**src/rtl/operand_pipe_pkg.sv**
```systemverilog
// Shared helpers for the operand register pipeline: a width-generic byte merge.
// Every operand pipe instance, whatever its width, uses this one merge routine.
package operand_pipe_pkg;

    virtual class operand_merge #(parameter int DATA_WIDTH = 32);
        localparam int NUM_BYTES = DATA_WIDTH / 8;

        // Bytes whose enable is set come from new_val, the rest keep old_val.
        static function logic [DATA_WIDTH-1:0] byte_merge(
            input logic [DATA_WIDTH-1:0] old_val,
            input logic [DATA_WIDTH-1:0] new_val,
            input logic [NUM_BYTES-1:0]  be
        );
            logic [DATA_WIDTH-1:0] merged;
            merged = old_val;
            for (int i = 0; i < NUM_BYTES; i++) begin
                if (be[i]) begin
                    merged[8*i +: 8] = new_val[8*i +: 8];
                end
            end
            return merged;
        endfunction
    endclass

endpackage

```
**src/rtl/operand_reg_pipe_if.sv**
```systemverilog
// Load/control and result bundle between operand-load decode and one operand pipe.
interface operand_reg_pipe_if #(
    parameter int DATA_WIDTH = 32
);
    logic                      load_en;
    logic [DATA_WIDTH/8-1:0]   load_be;
    logic [DATA_WIDTH-1:0]     data_in;
    logic                      stall;
    logic                      flush;
    logic [DATA_WIDTH-1:0]     hold_out;
    logic [DATA_WIDTH-1:0]     data_out;
    logic                      out_valid;
    logic                      out_fresh;

    modport master (
        output load_en, load_be, data_in, stall, flush,
        input  hold_out, data_out, out_valid, out_fresh
    );

    modport slave (
        input  load_en, load_be, data_in, stall, flush,
        output hold_out, data_out, out_valid, out_fresh
    );
endinterface

```
**src/rtl/operand_pipe_stage.sv**
```systemverilog
// One delay-line stage holding {data, valid, fresh}; clear beats enable.
module operand_pipe_stage #(
    parameter int                    DATA_WIDTH = 32,
    parameter logic [DATA_WIDTH-1:0] RESET_VAL  = '0
) (
    input  logic                  clk,
    input  logic                  reset_n,
    input  logic                  en,
    input  logic                  clr,
    input  logic [DATA_WIDTH-1:0] data_in,
    input  logic                  valid_in,
    input  logic                  fresh_in,
    output logic [DATA_WIDTH-1:0] data_out,
    output logic                  valid_out,
    output logic                  fresh_out
);

    logic [DATA_WIDTH-1:0] data_q, data_d;
    logic                  valid_q, valid_d;
    logic                  fresh_q, fresh_d;

    always_comb begin
        data_d  = data_q;
        valid_d = valid_q;
        fresh_d = fresh_q;
        if (clr) begin
            data_d  = RESET_VAL;
            valid_d = 1'b0;
            fresh_d = 1'b0;
        end else if (en) begin
            data_d  = data_in;
            valid_d = valid_in;
            fresh_d = fresh_in;
        end
    end

    always_ff @(posedge clk or negedge reset_n) begin
        if (!reset_n) begin
            data_q  <= RESET_VAL;
            valid_q <= 1'b0;
            fresh_q <= 1'b0;
        end else begin
            data_q  <= data_d;
            valid_q <= valid_d;
            fresh_q <= fresh_d;
        end
    end

    assign data_out  = data_q;
    assign valid_out = valid_q;
    assign fresh_out = fresh_q;

endmodule

```
**src/rtl/operand_reg_pipe.sv**
```systemverilog
// Operand hold register with byte-masked load feeding a DEPTH-stage delay line
// that carries valid and load-freshness tags alongside the data.
module operand_reg_pipe
    import operand_pipe_pkg::*;
#(
    parameter int                    DATA_WIDTH = 32,
    parameter int                    DEPTH      = 2,
    parameter logic [DATA_WIDTH-1:0] RESET_VAL  = '0
) (
    input  logic               clk,
    input  logic               reset_n,
    operand_reg_pipe_if.slave  bus
);

    if (DEPTH < 1) begin : g_bad_depth
        $error("operand_reg_pipe: DEPTH must be at least 1");
    end
    if ((DATA_WIDTH % 8) != 0 || DATA_WIDTH < 8) begin : g_bad_width
        $error("operand_reg_pipe: DATA_WIDTH must be a non-zero multiple of 8");
    end

    logic [DATA_WIDTH-1:0] hold_q, hold_d;
    logic                  loaded_q, loaded_d;
    logic                  load_ok;
    logic                  stage_en;

    logic [DATA_WIDTH-1:0] stage_data  [DEPTH];
    logic                  stage_valid [DEPTH];
    logic                  stage_fresh [DEPTH];

    // A stalled load is dropped outright; upstream re-presents it later.
    always_comb begin
        load_ok  = bus.load_en & ~bus.stall;
        hold_d   = hold_q;
        loaded_d = loaded_q;
        if (load_ok) begin
            hold_d   = operand_merge #(DATA_WIDTH)::byte_merge(hold_q, bus.data_in, bus.load_be);
            loaded_d = loaded_q | (|bus.load_be);
        end
    end

    always_ff @(posedge clk or negedge reset_n) begin
        if (!reset_n) begin
            hold_q   <= RESET_VAL;
            loaded_q <= 1'b0;
        end else begin
            hold_q   <= hold_d;
            loaded_q <= loaded_d;
        end
    end

    assign stage_en = ~bus.stall;

    // Stage 0 samples hold_d so an idle line recirculates the architectural value.
    for (genvar i = 0; i < DEPTH; i++) begin : g_stage
        if (i == 0) begin : g_head
            operand_pipe_stage #(
                .DATA_WIDTH (DATA_WIDTH),
                .RESET_VAL  (RESET_VAL)
            ) u_stage (
                .clk       (clk),
                .reset_n   (reset_n),
                .en        (stage_en),
                .clr       (bus.flush),
                .data_in   (hold_d),
                .valid_in  (loaded_d),
                .fresh_in  (bus.load_en),
                .data_out  (stage_data[i]),
                .valid_out (stage_valid[i]),
                .fresh_out (stage_fresh[i])
            );
        end else begin : g_tail
            operand_pipe_stage #(
                .DATA_WIDTH (DATA_WIDTH),
                .RESET_VAL  (RESET_VAL)
            ) u_stage (
                .clk       (clk),
                .reset_n   (reset_n),
                .en        (stage_en),
                .clr       (bus.flush),
                .data_in   (stage_data[i-1]),
                .valid_in  (stage_valid[i-1]),
                .fresh_in  (stage_fresh[i-1]),
                .data_out  (stage_data[i]),
                .valid_out (stage_valid[i]),
                .fresh_out (stage_fresh[i])
            );
        end
    end

    assign bus.hold_out  = hold_q;
    assign bus.data_out  = stage_data[DEPTH-1];
    assign bus.out_valid = stage_valid[DEPTH-1];
    assign bus.out_fresh = stage_fresh[DEPTH-1];

endmodule
```
**src/flat_wrapper.sv**
```systemverilog
// flat-port wrapper written by rule: the top's interface ports become plain ports
module operand_reg_pipe_flat import operand_pipe_pkg::*;
#(
    parameter int                    DATA_WIDTH = 32,
    parameter int                    DEPTH      = 2,
    parameter logic [DATA_WIDTH-1:0] RESET_VAL  = '0
)
  (clk, reset_n, bus_load_en, bus_load_be, bus_data_in, bus_stall, bus_flush, bus_hold_out, bus_data_out, bus_out_valid, bus_out_fresh);
  operand_reg_pipe_if #(.DATA_WIDTH(DATA_WIDTH)) bus_i ();
  input  logic clk;
  input  logic reset_n;
  input wire logic [$bits(bus_i.load_en)-1:0] bus_load_en;
  input wire logic [$bits(bus_i.load_be)-1:0] bus_load_be;
  input wire logic [$bits(bus_i.data_in)-1:0] bus_data_in;
  input wire logic [$bits(bus_i.stall)-1:0] bus_stall;
  input wire logic [$bits(bus_i.flush)-1:0] bus_flush;
  output wire logic [$bits(bus_i.hold_out)-1:0] bus_hold_out;
  output wire logic [$bits(bus_i.data_out)-1:0] bus_data_out;
  output wire logic [$bits(bus_i.out_valid)-1:0] bus_out_valid;
  output wire logic [$bits(bus_i.out_fresh)-1:0] bus_out_fresh;
  assign bus_i.load_en = bus_load_en;
  assign bus_i.load_be = bus_load_be;
  assign bus_i.data_in = bus_data_in;
  assign bus_i.stall = bus_stall;
  assign bus_i.flush = bus_flush;
  assign bus_hold_out = bus_i.hold_out;
  assign bus_data_out = bus_i.data_out;
  assign bus_out_valid = bus_i.out_valid;
  assign bus_out_fresh = bus_i.out_fresh;
  operand_reg_pipe #(.DATA_WIDTH(DATA_WIDTH), .DEPTH(DEPTH), .RESET_VAL(RESET_VAL)) u_core (.clk(clk), .reset_n(reset_n), .bus(bus_i));
endmodule
```
**config.mk**
```make
export PLATFORM = sky130hd
export DESIGN_NAME = operand_reg_pipe_flat
export DESIGN_NICKNAME = d
export VERILOG_FILES = /design/src/rtl/operand_pipe_pkg.sv /design/src/rtl/operand_reg_pipe_if.sv /design/src/rtl/operand_pipe_stage.sv /design/src/rtl/operand_reg_pipe.sv /design/src/flat_wrapper.sv
export SDC_FILE = /design/constraint.sdc
export NUM_CORES = 1
export LEC_CHECK = 0
export CORE_MARGIN = 8
export CORE_UTILIZATION = 51
export DETAILED_ROUTE_END_ITERATION = 16
export GPL_TIMING_DRIVEN = 0
export PLACE_DENSITY = 0.8
export SETUP_SLACK_MARGIN = 0.2
export SLEW_MARGIN = 20
export SYNTH_ARGS = -nofsm -noshare
export SYNTH_HDL_FRONTEND = slang
export SYNTH_SLANG_ARGS = --single-unit
```
**constraint.sdc**
```tcl
create_clock -name clk -period 1.06 [get_ports clk]
set_input_delay 0.106 -clock clk [delete_from_list [all_inputs] [get_ports clk]]
set_output_delay 0.106 -clock clk [all_outputs]
set_load 0.02 [all_outputs]
```
# Yosys cells after proc, flatten, opt, wreduce, memory -nomap -nowiden
# Index checks and enable logic that the tools add are counted.
# word_totals
reg_bits,101
latchBits,0
ramBits,0
romBits,0
output_inout_bits,66
elab_cells,31
memories,0
# classes
addsub,0
mul,0
div_mod_pow,0
magnitude_cmp,0
eq_ne,1
shift,0
n_mux,18
n_bitwise,3
reduce_logical,1
# ops
cell,count
32-bit two-way mux,5
8-bit two-way mux,4
1-bit two-way mux,9
4-bit OR reduction,1
"2-bit by 1-bit != test with 1-bit output, second input constant",1
1-bit AND,1
1-bit inverter,1
1-bit OR,1

# Longest topological paths before layout
# Gate-level depths: netlist of the first run.
# depth
word_depth,5
mapped_depth,5

# Modules after synthesis
# A second synthesis of the first run with hierarchy kept.
# hier_totals
hier_cells,293
area_unflattened_um2,4073.9
# by_module_without_submodules
module,instances,cells_each,area_each_um2,seq_area_each_um2
operand_pipe_stage,2,110,1408.9,850.8
operand_reg_pipe,1,73,1256.2,825.8

# Worst setup path after synthesis of the first run
# Ideal clock, no wire load.
# synth_path
kind,input to register
start,in bus_load_en
end,"reg u_core.hold_q[0], in the netlist u_core.bus.hold_out[0]"
setup_ns,0.125
t_arrival_ns,0.905
required_time_ns,0.935
slack_ns,0.031
path_stages,4
cell_sequence,buf_4 -> buf_4 -> nand3b_2 -> mux2_2
# synth_via
elab_chain_cells,2
# synth_rtl
item,line,source
from (decl),flat_wrapper.sv:12,input wire logic [$bits(bus_i.load_en)-1:0] bus_load_en;
1-bit AND,operand_reg_pipe.sv:33,load_ok = bus.load_en & ~bus.stall;
32-bit two-way mux,operand_reg_pipe.sv:36,if (load_ok) begin
via u_core.g_stage[0].g_head.u_stage.data_in[0],operand_pipe_stage.sv:10,"input logic [DATA_WIDTH-1:0] data_in,"
to (signal assigned),operand_reg_pipe.sv:47,hold_q <= hold_d;
to (decl),operand_reg_pipe.sv:22,"logic [DATA_WIDTH-1:0] hold_q, hold_d;"
# The timed path passes the listed nets, and every way through them passes these cells.
# A chain may end at the register's enable or synchronous reset.

# Worst setup path in the final report of the first run
# layout_path
start,"reg u_core.hold_q[22], in the netlist u_core.bus.hold_out[22]"
end,reg u_core.g_stage[0].g_head.u_stage.data_q[22]
# layout_via
elab_chain_cells,4
# layout_rtl
item,line,source
8-bit two-way mux,operand_pipe_pkg.sv:17,if (be[i]) begin
32-bit two-way mux (*),operand_reg_pipe.sv:36,
32-bit two-way mux (*),operand_pipe_stage.sv:30,end else if (en) begin
32-bit two-way mux (*),operand_pipe_stage.sv:26,if (clr) begin
to (signal assigned),operand_pipe_stage.sv:43,data_q <= data_d;
to (decl),operand_pipe_stage.sv:18,"logic [DATA_WIDTH-1:0] data_q, data_d;"
# Mark *: on every way between the ends. The rest lies on a longest branch, timed or not. The select of a mux whose other input is x is not followed.

==> results of run 1 <==
registers in the layout, indices dropped and copies added (netlist names):
signal and flops:
u_core.g_stage.g_tail.u_stage.data_out 32, u_core.bus.hold_out 32, u_core.g_stage.g_tail.u_stage.valid_out 1, u_core.loaded_q 1, u_core.g_stage.g_head.u_stage.valid_out 1, u_core.g_stage.g_head.u_stage.data_out 32
u_core.g_stage.g_tail.u_stage.fresh_out 1, u_core.g_stage.g_head.u_stage.fresh_out 1
Yosys cell counts (6+ instances only):
library cell / n / area share [%]
a2111oi_2: 30 / 9.2
a211oi_1: 32 / 4.9
and4bb_1: 12 / 3.1
and4bb_2: 16 / 4.1
buf_2: 16 / 1.6
buf_4: 6 / 0.92
buf_6: 7 / 1.6
clkbuf_1: 9 / 0.69
dfrtp_1: 101 / 51
inv_1: 33 / 2.5
mux2_2: 32 / 7.3
mux2i_1: 34 / 6.9
nor2_1: 35 / 2.7
routing by layer:
metal	vias up	share of wire [%]	track usage, %
li1	1731	-	-
met1	1988	41	25.4
met2	107	53	38.9
met3	18	4.4	4.59
met4	0	1.1	7.36
met5	-	0	0
timing repair:
action | in CTS | in global routing
pin swaps | 32 | 7
buffers inserted | 50 | 10
resized for setup | 429 | 74
endpoints found under the hold margin | 48 | 48
setup endpoints to repair | 97 | 143
layout make-up:
cell class              instances  share of cell area (%)
repair buffers                160                    22.0
multi-input cells             208                    33.7
flip-flops and latches        101                    33.4
clock inverters                 2                   0.782
clock buffers                  13                    1.94
well taps                     133                    2.17
plain buffers                  38                    4.27
inverters                      33                    1.61
per-stage QoR:
step | std cells | instance area, um2 | TNS, ps | worst slack [ps] | hold WS (ps)
floorplan | 380 | 5200 | 0 | 127 | -190
global placement | 612 | 6360 | -409820 | -4280 | 461
detailed placement | 613 | 6380 | -4950 | -159 | 75.2
CTS | 678 | 7210 | 0 | 15.2 | -315
global route | 688 | 7680 | -64.6 | -18.5 | -303
finish | 688 | 7680 | 0 | 1.13 | -331
logic make-up after synthesis:
| logic type | after synthesis |
|---|---|
| flops | 101 |
| simple gates | 74 |
| buf+inv | 71 |
| compound gates | 68 |
| mux | 66 |
path summary, 6_finish.rpt:
check	from	endpoint	slack [ps]	cells after the start
setup reg to reg	u_core.bus.hold_out[22]$_DFF_PN0_	u_core.g_stage[0].g_head.u_stage.data_out[22]$_DFFE_PN0P_	1	3
min in group clk	bus_data_in[23]	u_core.bus.hold_out[23]$_DFF_PN0_	70	2
setup / recovery	u_core.bus.hold_out[22]$_DFF_PN0_	u_core.g_stage[0].g_head.u_stage.data_out[22]$_DFFE_PN0P_	1	3
hold reg to reg	u_core.loaded_q$_DFF_PN0_	u_core.loaded_q$_DFF_PN0_	510	1
max in group asynchronous	reset_n	u_core.bus.hold_out[31]$_DFF_PN0_	740	2
hold / removal	reset_n	u_core.g_stage[0].g_head.u_stage.data_out[19]$_DFFE_PN0P_	-330	1
where the power goes:
part	switching [mW]	total [mW]	internal, mW
Combinational	1.61	3.52	1.91
Clock	1.30	2.69	1.39
Sequential	0.351	4.65	4.30
==> flow_summary_export.csv, run 1 <==
group,metric,value,unit
outcome,outcome,"finished, violations left",
outcome,violations,"hold timing",
synthesis,synth_top_family_by_area,"compound AO/OA/AOI/OAI gates",
timing,rsz0062_at_grt,"yes",
clock_network,clock_latency,360,ps
drt,firstDrtPassIters,4,
final_layout,mostFrequentLayoutCell,"buf_6",
timing,drv_slew,0,
drt,via_count,3844,
synthesis,yosys_most_used_dff,"dfrtp_1",
drt,drt-initial-drc-count,161,
final_layout,area.sequential,2570,um2
synthesis,synth_fa_ha_area_share,0,%
final_layout,syn_to_final_growth,56.3,%
synthesis,ys_async_sr_fraction,100,%
placed_design,hpwl,8960,um
final_layout,layout_common_cells,"113 x buf_6, 69 x dfrtp_1, 35 x nor2_1, 34 x mux2i_1, 33 x inv_1",
timing,fin_crit_sh,99.9,%
floorplan,start_util,51.5,%
synthesis,synthSimpleGateAreaFrac,11.9,%
power_and_ir_drop,ir_drop,787,uV
setup_path,crit_family,"flip-flops",
setup_path,critical_path_class,"flop to flop",
timing,finClkSkew,14.0,ps
synthesis,muxShareOfSynthArea,14.3,%
drt,routed_via_density,5.59,
grt,grt_pass1_wl,22300,um
drt,drc,0,
setup_path,critPathMaxStageDelay,440,ps
synthesis,synth_cell_types,23,
synthesis,syn_nets,421,
clock_network,cts.clk_slew.worst_paths,100,ps
timing,relSlewSlack,29.8,%
timing,max_clock_freq,0.944,GHz
run,maxCapViolations,0,
synthesis,syn_area_per_cell,12.9,um2
synthesis,syn_inst,380,
placed_design,gp_congestion,0.764,
final_layout,drive_gt1_share,58.2,%
timing,min_period,1060,ps
grt,grt_overflow,0,
setup_path,critPathRequiredTime,1250,ps
placed_design,io_buffers,99,
final_layout,layout.nets,592,
clock_network,clkSinkCount,101,
synthesis,syn_area,4910,um2
synthesis,synth-edff-count,0,
synthesis,seq_area_frac_synth,51.4,%
clock_network,ctsRootBufferMaster,"clkbuf_8",
grt,antenna_found_initial,0,
drt,routedWlPerCell,21.7,um
synthesis,ys_ff_latch,101,
floorplan,die_w,114,um
setup_path,cp.arrival,1250,ps
synthesis,synth_xor_area_share,0,%
final_layout,n_antenna_cell,0,
clock_network,cts_buffers,9,
timing,worstMarginPinSlew,1050,ps
clock_network,cts_tree,"built",
floorplan,design.die.area,13000,um2
setup_path,crit_chain,"buf_4, a211oi_4, a2111oi_4",
timing,setup_viol,0,
drt,detail-route-antenna-nets,0,
floorplan,fp-row-count,36,
setup_path,endpoint_kind,"flop",
grt,grt_pass1_vias,4194,
timing,hold-worst-slack,-331,ps
power_and_ir_drop,pwr_density_cell,1410,nW/um2
floorplan,die_y,114,um
synthesis,synth_compound_gate_area_share,15.1,%
synthesis,ys_warn_count,0,
grt,grt_use_total,21.8,%
grt,grt_max_degree,54,
min_path,hold_class,"primary input to asynchronous set/reset pin",
final_layout,multi_input_area,2590,um2
final_layout,final_util,80.4,%
power_and_ir_drop,p_leak,3.43,nW
setup_path,slowest_stage,"dfrtp_2",
setup_path,cp_max_fo,3,
setup_path,crit_buf_inv,1,
power_and_ir_drop,finalPower,10.9,mW
clock_network,cts_buffer_depth,2,
timing,finalHoldViolations,48,
setup_path,start_kind,"flop",
final_layout,fillCellCount,553,
floorplan,io_pins,107,
clock_network,h-tree-depth,3,
floorplan,core,9550,um2
drt,drt_wl_total,14900,um
Power figures use the tool's default switching activity.
==> run 2: changes to the inputs <==
--- a/config.mk
+++ b/config.mk
@@ -9,7 +9,7 @@
 export CORE_UTILIZATION = 51
 export DETAILED_ROUTE_END_ITERATION = 16
 export GPL_TIMING_DRIVEN = 0
-export PLACE_DENSITY = 0.8
+export PLACE_DENSITY = 0.84
 export SETUP_SLACK_MARGIN = 0.2
 export SLEW_MARGIN = 20
 export SYNTH_ARGS = -nofsm -noshare
==> run 2 against run 1 <==
The flow still finishes with violations (hold timing). Fmax is essentially flat. Clock skew up 1.2 ps. Global-route usage shrank 0.52 points. Critical path type is now flop to output pin. Final cell count shrank 0.29%.
==> flow_summary_export.csv, run 2 (same netlist as run 1, synthesis figures left out) <==
group,metric,value,unit
floorplan,core,9550,um2
setup_path,cp_max_fo,2,
final_layout,layout.nets,589,
grt,grt_pass1_vias,4069,
outcome,violations,"hold timing",
setup_path,critical_path_class,"flop to output pin",
setup_path,endpoint_kind,"output pin",
timing,setup_viol,0,
grt,grt_pass1_wl,21600,um
placed_design,io_buffers,99,
clock_network,h-tree-depth,3,
drt,via_count,3843,
drt,routedWlPerCell,21.5,um
setup_path,critPathRequiredTime,950,ps
final_layout,fillCellCount,548,
floorplan,die_w,114,um
placed_design,place_area,6380,um2
placed_design,gp_congestion,0.799,
clock_network,ctsRootBufferMaster,"clkbuf_8",
timing,max_clock_freq,0.945,GHz
power_and_ir_drop,p_leak,3.42,nW
final_layout,syn_to_final_growth,55.9,%
drt,drt-initial-drc-count,210,
power_and_ir_drop,ir_drop,834,uV
final_layout,mostFrequentLayoutCell,"buf_6",
timing,finalHoldViolations,49,
timing,hold-worst-slack,-339,ps
timing,setup_tns,0,ps
setup_path,slowest_stage,"dfrtp_2",
timing,worst_slack,2.10,ps
final_layout,drive_gt1_share,58.4,%
setup_path,critPathMaxStageDelay,450,ps
final_layout,layout_common_cells,"120 x buf_6, 69 x dfrtp_1, 35 x nor2_1, 33 x mux2i_1, 33 x inv_1",
grt,antenna_found_initial,0,
drt,drc,0,
power_and_ir_drop,pwr_density_cell,1400,nW/um2
drt,routed_via_density,5.60,
timing,worstMarginPinSlew,959,ps
placed_design,hpwl,8930,um
timing,finClkSkew,15.1,ps
setup_path,crit_family,"flip-flops",
timing,relSlewSlack,36.1,%
clock_network,clock_latency,370,ps
clock_network,clkSinkCount,101,
setup_path,crit_chain,"buf_6",
drt,drt_wl_total,14700,um
timing,drv_slew,0,
floorplan,start_util,51.5,%
outcome,outcome,"finished, violations left",
min_path,hold_class,"primary input to asynchronous set/reset pin",
drt,firstDrtPassIters,4,
placed_design,dpl_worst_slack,-188,ps
clock_network,cts_buffer_depth,2,
floorplan,fp-row-count,36,
timing,rsz0062_at_grt,"yes",
floorplan,design.die.area,13000,um2
floorplan,io_pins,107,
run,maxCapViolations,0,
final_layout,n_antenna_cell,0,
clock_network,cts_buffers,9,
floorplan,die_y,114,um
final_layout,design_area,7660,um2
clock_network,cts_tree,"built",
setup_path,cp.arrival,950,ps
timing,min_period,1060,ps
timing,fin_crit_sh,99.8,%
setup_path,start_kind,"flop",
drt,detail-route-antenna-nets,0,
grt,grt_overflow,0,
grt,grt_use_total,21.3,%
setup_path,crit_buf_inv,1,
clock_network,cts.clk_slew.worst_paths,100,ps
final_layout,final_util,80.2,%
grt,grt_max_degree,53,
## run 2: metrics by stage
stage          power (mW)  cells
2_1_floorplan        6.04    380
3_3_place_gp         7.08    612
3_5_place_dp         7.15    613
4_1_cts              10.2    675
5_1_grt              11.1    686
6_report             10.7    686
## run 2: repair_timing
item / CTS / global route
setup endpoints to repair: 97 / 139
gates resized for setup: 428 / 80
pin swaps: 34 / 2
endpoints found under the hold margin: 49 / 49
buffers inserted: 46 / 11
## run 2: area by class of cell
| type | instances | area, um2 | area share, % |
|---|---|---|---|
| inverter | 33 | 124 | 1.62 |
| clock inverter | 5 | 60.1 | 0.784 |
| sequential | 101 | 2570 | 33.5 |
| tap | 133 | 166 | 2.17 |
| multi-input combinational | 208 | 2580 | 33.7 |
| timing repair buffer | 157 | 1690 | 22.1 |
| buffer | 38 | 327 | 4.26 |
| clock buffer | 11 | 141 | 1.85 |
## run 2: power by group
part	switching [mW]	internal, mW
clock network	1.37	1.17
logic	1.60	1.93
registers	0.361	4.30
## run 2: metal layers
layer  global-route usage [%]  vias to the layer above  wire length (um)
met4                     8.78                        0               342
met1                     24.9                     1963              6130
met2                     37.0                      123              7610
met5                        0                        -                 0
li1                         -                     1729                 -
met3                     4.54                       28               645
## run 2: final timing paths
kind / cells past startpoint / slack, ps / endpoint / from
max: 1 / 2 / bus_hold_out[27] / u_core.bus.hold_out[27]$_DFF_PN0_
min: 1 / -340 / u_core.bus.hold_out[20]$_DFF_PN0_ / reset_n
max reg2reg: 3 / 80 / u_core.g_stage[0].g_head.u_stage.data_out[20]$_DFFE_PN0P_ / u_core.bus.hold_out[20]$_DFF_PN0_
min reg2reg: 1 / 490 / u_core.loaded_q$_DFF_PN0_ / u_core.loaded_q$_DFF_PN0_
max in group asynchronous: 2 / 760 / u_core.bus.hold_out[27]$_DFF_PN0_ / reset_n
min in group clk: 2 / 150 / u_core.bus.hold_out[15]$_DFF_PN0_ / bus_data_in[15]
==> run 3: changes to the inputs <==
--- a/config.mk
+++ b/config.mk
@@ -7,6 +7,7 @@
 export LEC_CHECK = 0
 export CORE_MARGIN = 8
 export CORE_UTILIZATION = 51
+export CTS_CLUSTER_DIAMETER = 60
 export DETAILED_ROUTE_END_ITERATION = 16
 export GPL_TIMING_DRIVEN = 0
 export PLACE_DENSITY = 0.84
==> results of run 3 <==
No change in the layout: final DEF, timing and power equal those of run 2.
